### config.mk
export PLATFORM = sky130hd
export DESIGN_NAME = hazard_forward_unit
export DESIGN_NICKNAME = d
export VERILOG_FILES = /design/src/rtl/hazard_forward_unit.sv
export SDC_FILE = /design/constraint.sdc
export NUM_CORES = 1
export LEC_CHECK = 0
export ABC_AREA = 1
export BUFFER_PORTS_ARGS = -buffer_cell sky130_fd_sc_hd__buf_4
export CAP_MARGIN = 10
export CORE_AREA = 2 2 63 65
export DETAILED_ROUTE_END_ITERATION = 6
export DIE_AREA = 0 0 65 67
export PLACE_DENSITY = 0.74
export RECOVER_POWER = 25
export SLEW_MARGIN = 20
export SYNTH_ARGS = -nofsm -noshare
export SYNTH_HDL_FRONTEND = slang
export SYNTH_SLANG_ARGS = --single-unit
### constraint.sdc
create_clock -name clk -period 2.2 [get_ports clk]
set_clock_uncertainty 0.2 [all_clocks]
set_input_delay 0.44 -clock clk [delete_from_list [all_inputs] [get_ports clk]]
set_output_delay 0.44 -clock clk [all_outputs]
set_load 0.005 [all_outputs]
### src/rtl/hazard_forward_unit.sv
// Hazard detection and forwarding controller for the pipelined ARM core.
// Tracks in-flight destinations in a private EXE/MEM/WB shadow pipeline.
module hazard_forward_unit #(
  parameter int REG_W        = 4,
  parameter bit FWD_EN       = 1'b1,
  parameter bit WB_BYPASS_RF = 1'b1,
  parameter int CNT_W        = 16
) (
  input  logic             clk,
  input  logic             rst,
  input  logic             freeze,
  input  logic             flush,
  input  logic             id_valid,
  input  logic [REG_W-1:0] id_src1,
  input  logic [REG_W-1:0] id_src2,
  input  logic             id_use_src1,
  input  logic             id_use_src2,
  input  logic [REG_W-1:0] id_dest,
  input  logic             id_wb_en,
  input  logic             id_mem_read,
  output logic             hazard,
  output logic [1:0]       fwd_sel_a,
  output logic [1:0]       fwd_sel_b,
  output logic [CNT_W-1:0] stall_count
);

  typedef struct packed {
    logic             valid;
    logic [REG_W-1:0] dest;
    logic             wb_en;
    logic             mem_read;
  } slot_t;

  localparam slot_t BUBBLE = '0;

  localparam logic [1:0] SEL_RF  = 2'd0;
  localparam logic [1:0] SEL_MEM = 2'd1;
  localparam logic [1:0] SEL_WB  = 2'd2;

  slot_t e_slot, m_slot, w_slot;

  function automatic logic match(input slot_t s, input logic [REG_W-1:0] src,
                                 input logic used);
    return id_valid & used & s.valid & s.wb_en & (s.dest == src);
  endfunction

  logic e1, m1, w1, e2, m2, w2;
  assign e1 = match(e_slot, id_src1, id_use_src1);
  assign m1 = match(m_slot, id_src1, id_use_src1);
  assign w1 = match(w_slot, id_src1, id_use_src1);
  assign e2 = match(e_slot, id_src2, id_use_src2);
  assign m2 = match(m_slot, id_src2, id_use_src2);
  assign w2 = match(w_slot, id_src2, id_use_src2);

  logic raw_hazard;

  always_comb begin
    // NOTE: every always_comb output gets a default first so no latch is inferred.
    raw_hazard = 1'b0;
    if (!FWD_EN) begin
      raw_hazard = e1 | e2 | m1 | m2;
      if (!WB_BYPASS_RF) raw_hazard = raw_hazard | w1 | w2;
    end else begin
      raw_hazard = e_slot.mem_read & (e1 | e2);
      // A WB producer only matters when no newer producer can be forwarded instead.
      if (!WB_BYPASS_RF)
        raw_hazard = raw_hazard | (w1 & ~e1 & ~m1) | (w2 & ~e2 & ~m2);
    end
  end

  assign hazard = raw_hazard & ~flush;

  logic       bubble;
  logic [1:0] sel_a_next, sel_b_next;

  assign bubble = hazard | flush | ~id_valid;

  // The E-slot producer will be in MEM when the consumer reaches EXE, hence select 1.
  always_comb begin
    sel_a_next = SEL_RF;
    sel_b_next = SEL_RF;
    if (FWD_EN && !bubble) begin
      sel_a_next = e1 ? SEL_MEM : (m1 ? SEL_WB : SEL_RF);
      sel_b_next = e2 ? SEL_MEM : (m2 ? SEL_WB : SEL_RF);
    end
  end

  // NOTE: sequential state uses non-blocking assignments so every register samples pre-edge values.
  always_ff @(posedge clk) begin
    if (rst) begin
      e_slot      <= BUBBLE;
      m_slot      <= BUBBLE;
      w_slot      <= BUBBLE;
      fwd_sel_a   <= SEL_RF;
      fwd_sel_b   <= SEL_RF;
      stall_count <= '0;
    end else if (!freeze) begin
      w_slot    <= m_slot;
      m_slot    <= e_slot;
      e_slot    <= bubble ? BUBBLE : '{valid: 1'b1, dest: id_dest,
                                       wb_en: id_wb_en, mem_read: id_mem_read};
      fwd_sel_a <= sel_a_next;
      fwd_sel_b <= sel_b_next;
      if (hazard && (stall_count != '1)) stall_count <= stall_count + 1'b1;
    end
  end

endmodule
==> run summary, run 1 <==
================================================================================
Outcome                                                             finished, final reports clean
Cell taking the most area after synthesis                           sky130_fd_sc_hd__dfxtp_1
Global-route usage over all layers                                        22.12%
TritonRoute pass-1 iters                                                       4
P_int                                                                   1.029 mW
Flop pwr share                                                             46.7%
Die Span X                                                                 65 um
Area growth from synthesis to layout                                      29.15%
Post-route cell area                                                  2445 sq um
Cells after synthesis                                                        287
Ports placed on the boundary                                                  42
Met1 Usage GRT                                                            24.15%
Skew-Pair Late Insertion Delay                                           0.29 ns
Worst ir drop on vdd                                                   0.3141 mV
Number of levels the H-tree was split into                                     2
CTS tree                                                                     yes
Switching pwr                                                          0.2915 mW
First DRT Iteration DRCs                                                      83
Clock group share of total power                                           44.8%
Share of synthesized flip-flops with an asynchronous set or reset             0%
Final number of max-transition violations                                      0
Hold slack                                                             0.2228 ns
FF-to-FF Start                                                         e_slot[4]
Total clock buffers created by CTS                                             5
Critical path startpoint category                                       register
Highest clock frequency the design can meet                            478.7 MHz
Timing startpoint of the critical path                                 e_slot[4]
Sequential area share after synthesis                                     34.90%
Most common cell after layout, fill and taps aside                  sky130_fd_sc_hd__nand2_1
Fraction of layout cells with a size suffix above 1                       22.65%
Clk buf depth                                                                  2
Summed instance area of the synthesized netlist                       1893 sq um
Initial antenna violation count                                                0
ANT nets after route                                                           0
Number of failing hold endpoints at the final stage                            0
Post-layout min period                                                  2.089 ns
Fraction of the cycle the final worst path needs                          94.96%
Clock Root Buffer                                                   sky130_fd_sc_hd__clkbuf_8
Number of register bits inferred by synthesis                                 33
Non-filler instance count after layout                                       388
Critical path capture point type                                      output pin
Post-placement cell area                                              2278 sq um
Number of enable flip-flop cells after synthesis                               0
M2 GR Usage                                                               41.11%
Effective utilization at floorplan                                        52.50%
Slew headroom                                                             66.61%
Height of the die                                                          67 um
Yosys Warn Count                                                               0
Area of all sequential standard cells                                665.6 sq um
Worst min-delay path startpoint                                       id_dest[0]
Floorplan row count                                                           22
Number of antenna diodes                                                       0
Number of I/O port buffers                                                    41
Largest fanout of any net on the critical path                                 4
Wire length of the first global-routing pass                            7.472 mm
Highest-count cells in the layout ignoring fill and taps            68 x sky130_fd_sc_hd__nand2_1, 46 x sky130_fd_sc_hd__nor2_1, 45 x sky130_fd_sc_hd__buf_4
Area of the die                                                       4355 sq um
Routability cong.                                                         0.8728
Total area of multi-input combinational cells                         1072 sq um
Power Density                                                       540.1 nW/um^2
Wire length per cell after detailed routing                             11.61 um
Sum of internal, switching and leakage power                            1.320 mW
Worst hold-check path type                                                in2reg
Critical path data required time                                         1.56 ns
DR vias/cell                                                               4.954
Final setup violation count                                                    0
Placed insts                                                                 376
Vias                                                                        1922
Most area-consuming cells after synthesis                           sky130_fd_sc_hd__dfxtp_1 35%, sky130_fd_sc_hd__nand2_1 13%, sky130_fd_sc_hd__nor2_1 9.1%
Fraction of met3 tracks used by global routing                            5.068%
Net switching fraction of the power                                       22.08%
Aggregate global routing overflow                                              0
Slew at the pin with the worst max-slew slack                          0.5009 ns
Total nets after synthesis                                                   309
Post-layout nets                                                             361
Area of the core                                                      3606 sq um
DRC violation count after routing                                              0
Final-layout fill cell count                                                 346
CTS Sinks                                                                     33
Critical Path AT                                                         1.45 ns
DPL Wire Length                                                         3.402 mm
Area share of the largest cell type after synthesis                       34.90%
Leakage power total                                                     1.186 nW
Gate power share                                                            8.5%
Reported max-cap violation count                                               0
Pin count of the biggest net entering global routing                          16
Clock-pin transition on the worst setup and hold timing paths            0.07 ns
Total wire length                                                       4.504 mm
Average instance area after synthesis                                6.596 sq um
Busiest metal layer after global routing                                    met2
Number of global-route vias before repair                                   1750
Class of the most critical setup path                                    reg2out
Post-synthesis cell type count                                                26
Most used flip-flop cell after synthesis                            sky130_fd_sc_hd__dfxtp_1
Hold Buf Count CTS                                                             0
================================================================================
critical path, cell delays in order (launching register included):
cell,delay (ns)
sky130_fd_sc_hd__dfxtp_1,0.41
sky130_fd_sc_hd__inv_2,0.05
sky130_fd_sc_hd__nand2_1,0.07
sky130_fd_sc_hd__nand2_1,0.05
sky130_fd_sc_hd__nor2_1,0.10
sky130_fd_sc_hd__nand3_1,0.11
sky130_fd_sc_hd__nand2_2,0.12
sky130_fd_sc_hd__nand3_4,0.08
sky130_fd_sc_hd__inv_1,0.07
sky130_fd_sc_hd__buf_4,0.10
synth_stat cells (4+ instances only):
cell / instances
sky130_fd_sc_hd__dfxtp_1: 33
sky130_fd_sc_hd__xor2_1: 13
sky130_fd_sc_hd__nand4_1: 7
sky130_fd_sc_hd__nor2_1: 46
sky130_fd_sc_hd__xnor2_1: 8
sky130_fd_sc_hd__nand2_1: 68
sky130_fd_sc_hd__inv_1: 31
sky130_fd_sc_hd__nor3_1: 4
sky130_fd_sc_hd__clkbuf_1: 5
sky130_fd_sc_hd__o21ai_0: 8
sky130_fd_sc_hd__a21oi_1: 20
sky130_fd_sc_hd__nand3_1: 24
layout make-up:
cell class	instances	share of cell area (%)
tap	48	2.457
clock buffer	7	3.531
clock inverter	1	1.228
sequential	33	27.23
timing repair buffer	52	16.33
multi-input combinational	212	43.86
inverter	35	5.374
power by group through the flow:
stage	registers, mW	logic (mW)	clock network (mW)
CTS	0.615	0.114	0.602
global placement	0.629	0.112	0
floorplan	0.627	0.0618	0
finish	0.616	0.112	0.592
global route	0.617	0.124	0.617
detailed placement	0.629	0.113	0
cells by family after synthesis:
logic type / Yosys count / synth area share, %
adders and majority gates: 1 / 0.6608
and+or+nand+nor: 162 / 38.53
AOI/OAI and AO/OA: 28 / 7.403
DFF: 33 / 34.90
buffers and inverters: 42 / 8.790
xor gates and xnor gates: 21 / 9.716
timing repair:
item                                    in CTS  in global routing
buffers inserted                             0                  4
endpoints found under the setup margin       0                 12
resized for setup                            0                  5
metrics by stage:
step / utilization (%) / setup slack (ns) / setup TNS [ns]
2_1_floorplan: - / 0.3268 / 0
4_1_cts: 66.41 / 0.009010 / 0
5_1_grt: 67.80 / -0.02399 / -0.02581
3_5_place_dp: 63.19 / 0.1073 / 0
3_3_place_gp: 63.19 / 0.1406 / 0
6_report: 67.80 / 0.1109 / 0
worst paths after layout:
path,cells past startpoint,slack (ns),endpoint
max,9,0.11,hazard
min,3,0.22,e_slot[2]
min reg2reg,2,0.26,fwd_sel_b[0]
max reg2reg,11,0.21,stall_count[7]
routing by layer:
| layer | vias up | part of all wire (%) |
|---|---|---|
| met5 | - | 0 |
| met4 | 0 | 1.9 |
| met3 | 8 | 5.4 |
| met2 | 48 | 50 |
| met1 | 864 | 42 |
| li1 | 1002 | - |
state kept, by name, summed over array words and instances, names as in the netlist:
| signal | cells |
|---|---|
| stall_count | 16 |
| m_slot | 6 |
| e_slot | 7 |
| fwd_sel_b | 2 |
| fwd_sel_a | 2 |
(Power assumes the default switching activity.)
==> run 2: changes to the inputs <==
--- a/config.mk
+++ b/config.mk
@@ -8,11 +8,12 @@
 export ABC_AREA = 1
 export BUFFER_PORTS_ARGS = -buffer_cell sky130_fd_sc_hd__buf_4
 export CAP_MARGIN = 10
-export CORE_AREA = 2 2 63 65
+export CORE_AREA = 2 2 91 93
 export DETAILED_ROUTE_END_ITERATION = 6
-export DIE_AREA = 0 0 65 67
-export PLACE_DENSITY = 0.74
+export DIE_AREA = 0 0 93 95
+export PLACE_DENSITY = 0.39
 export RECOVER_POWER = 25
+export SETUP_SLACK_MARGIN = 0.3
 export SLEW_MARGIN = 20
 export SYNTH_ARGS = -nofsm -noshare
 export SYNTH_HDL_FRONTEND = slang
==> run 2 against run 1 <==
Combinational power increased by 9.8%; via count increased by 6.2%; clock power increased by 2%; die area rose by 100%; critical path type unchanged; fmax increased by 2.1%.
==> run summary, run 2 (synthesized netlist as in run 1, its figures left out) <==
============================================================================
Outcome                                                         finished, final reports clean   unchanged
Effective utilization at floorplan                                    23.88%   was 52.50%
Pin count of the biggest net entering global routing                      19   was 16
CTS tree                                                                 yes   unchanged
Floorplan row count                                                       33   was 22
DPL Wire Length                                                     4.288 mm   was 3.402 mm
Post-layout worst setup margin                                     0.1537 ns   was 0.1109 ns
Final-layout fill cell count                                             916   was 346
Wire length of the first global-routing pass                        9.418 mm   was 7.472 mm
Register with the most flip-flops                                stall_count   unchanged
Clk buf depth                                                              2   unchanged
Die Span X                                                             93 um   was 65 um
Global-route usage over all layers                                    13.76%   was 22.12%
Number of levels the H-tree was split into                                 2   unchanged
Number of flip-flops in the largest register                              16   unchanged
Critical path startpoint category                                   register   unchanged
Slew headroom                                                         58.30%   was 66.61%
Hold Path Stages                                                           3   unchanged
Routability cong.                                                     0.7951   was 0.8728
Post-route cell area                                              2790 sq um   was 2445 sq um
Final setup violation count                                                0   unchanged
Setup Total Neg Slack                                                   0 ns   unchanged
Reported max-cap violation count                                           0   unchanged
Ports placed on the boundary                                              42   unchanged
Worst hold-check path type                                            in2reg   unchanged
Gate power share                                                        9.2%   was 8.5%
Fraction of layout cells with a size suffix above 1                   33.24%   was 22.65%
Skew-Pair Late Insertion Delay                                       0.28 ns   was 0.29 ns
Worst Reg2Reg Path Length in Cells                                        15   was 11
ANT nets after route                                                       0   unchanged
Clock group share of total power                                       45.0%   was 44.8%
DR vias/cell                                                           4.380   was 4.954
Wire length per cell after detailed routing                         12.68 um   was 11.61 um
Number of failing hold endpoints at the final stage                        0   unchanged
Largest fanout of any net on the critical path                             4   unchanged
Critical Path AT                                                     1.41 ns   was 1.45 ns
TritonRoute pass-1 iters                                                   4   unchanged
Clock Root Buffer                                               sky130_fd_sc_hd__clkbuf_8   unchanged
Number of global-route vias before repair                               1924   was 1750
Total wire length                                                   5.911 mm   was 4.504 mm
Hold Buf Count CTS                                                         0   unchanged
CTS Sinks                                                                 33   unchanged
RSZ-0062 raised after global routing                                    true
Final number of max-transition violations                                  0   unchanged
Number of antenna diodes                                                   0   unchanged
Leakage power total                                                 1.309 nW   was 1.186 nW
First DRT Iteration DRCs                                                  38   was 83
Post-placement cell area                                          2402 sq um   was 2278 sq um
Post-layout nets                                                         382   was 361
Fraction of the cycle the final worst path needs                      93.01%   was 94.96%
Number of I/O port buffers                                                41   unchanged
Aggregate global routing overflow                                          0   unchanged
Worst setup timing slack at the placement stage                   0.09647 ns   was 0.1073 ns
Vias                                                                    2041   was 1922
Net switching fraction of the power                                   23.14%   was 22.08%
Regs by FF count                                                stall_count x16, e_slot x7, m_slot x6   unchanged
Area of the core                                                  7928 sq um   was 3606 sq um
Switching pwr                                                      0.3101 mW   was 0.2915 mW
Area growth from synthesis to layout                                  47.39%   was 29.15%
Critical path data required time                                     1.56 ns   about the same
Height of the die                                                      95 um   was 67 um
Worst ir drop on vdd                                               0.2495 mV   was 0.3141 mV
Clock-pin transition on the worst setup and hold timing paths        0.07 ns   about the same
P_int                                                               1.030 mW   was 1.029 mW
Power Density                                                   480.2 nW/um^2   was 540.1 nW/um^2
Highest clock frequency the design can meet                        488.7 MHz   was 478.7 MHz
Total clock buffers created by CTS                                         5   unchanged
Area of the die                                                   8835 sq um   was 4355 sq um
Post-layout min period                                              2.046 ns   was 2.089 ns
Flop pwr share                                                         45.9%   was 46.7%
Slew at the pin with the worst max-slew slack                      0.6255 ns   was 0.5009 ns
Most common cell after layout, fill and taps aside              sky130_fd_sc_hd__nand2_1   unchanged
DRC violation count after routing                                          0   unchanged
Critical path capture point type                                  output pin   unchanged
Final core utilization                                                35.20%   was 67.80%
Class of the most critical setup path                                reg2out   unchanged
Initial antenna violation count                                            0   unchanged
Highest-count cells in the layout ignoring fill and taps        64 x sky130_fd_sc_hd__nand2_1, 56 x sky130_fd_sc_hd__buf_4, 41 x sky130_fd_sc_hd__nor2_1   was 68 x sky130_fd_sc_hd__nand2_1, 46 x sky130_fd_sc_hd__nor2_1, 45 x sky130_fd_sc_hd__buf_4
============================================================================
[run 2: cell count changes in the layout (fill, tap and decap cells not counted), sizes merged]
cell	change
clkbuf	+1
buf	+19
nand2	+1
[run 2: layer usage]
layer | part of all wire (%) | global-route usage, % | up-vias
li1 | - | - | 1050
met1 | 45 | 16.66 | 943
met2 | 50 | 24.40 | 43
met3 | 4.1 | 2.634 | 5
met4 | 0.96 | 4.779 | 0
met5 | 0 | 0 | -
[run 2: through the flow]
stage	hold WS [ns]	cells	total power, mW
CTS	0.2094	462	1.363
finish	0.2177	466	1.340
global route	0.2180	466	1.394
floorplan	0.2548	287	0.6891
detailed placement	0.2649	440	0.7504
global placement	0.2591	440	0.7509
[run 2: critical path: stages (launching register included)]
cell                      delay (ns)
sky130_fd_sc_hd__dfxtp_4        0.36
sky130_fd_sc_hd__inv_2          0.06
sky130_fd_sc_hd__nand2_1        0.05
sky130_fd_sc_hd__nand2_1        0.05
sky130_fd_sc_hd__nand2_1        0.05
sky130_fd_sc_hd__nor2_1         0.11
sky130_fd_sc_hd__nand2_1        0.10
sky130_fd_sc_hd__nand2_2        0.11
sky130_fd_sc_hd__nand3_4        0.07
sky130_fd_sc_hd__inv_2          0.08
sky130_fd_sc_hd__buf_6          0.09
[run 2: final cells by class]
class | count | area [sq um] | share of cell area [%]
multi-input cells | 213 | 1162 | 41.66
flip-flops and latches | 33 | 676.9 | 24.26
repair buffers | 72 | 566.8 | 20.31
well taps | 105 | 131.4 | 4.709
inverters | 35 | 136.4 | 4.888
clock inverters | 1 | 30.03 | 1.076
clock buffers | 7 | 86.33 | 3.094
[run 2: repair_timing]
item | 4_1_cts | 5_1_grt
hold endpoints to repair | 0 | 0
setup endpoints to repair | 17 | 19
pin swaps | 12 | 14
setup buffers | 13 | 4
gates resized for setup | 29 | 20
gates cloned | 1 | 0
[run 2: final timing paths]
kind,slack [ns],startpoint,to
worst max-delay path,0.15,e_slot[3],hazard
worst min register to register,0.27,fwd_sel_b[1],fwd_sel_b[1]
worst min-delay path,0.22,id_dest[1],e_slot[3]
worst max register to register,0.19,e_slot[3],stall_count[1]
[run 2: power groups by stage]
stage	combinational [mW]	clock (mW)	sequential, mW
floorplan	0.0618	0	0.627
finish	0.123	0.602	0.614
CTS	0.125	0.624	0.615
detailed placement	0.120	0	0.631
global placement	0.120	0	0.630
global route	0.136	0.642	0.615
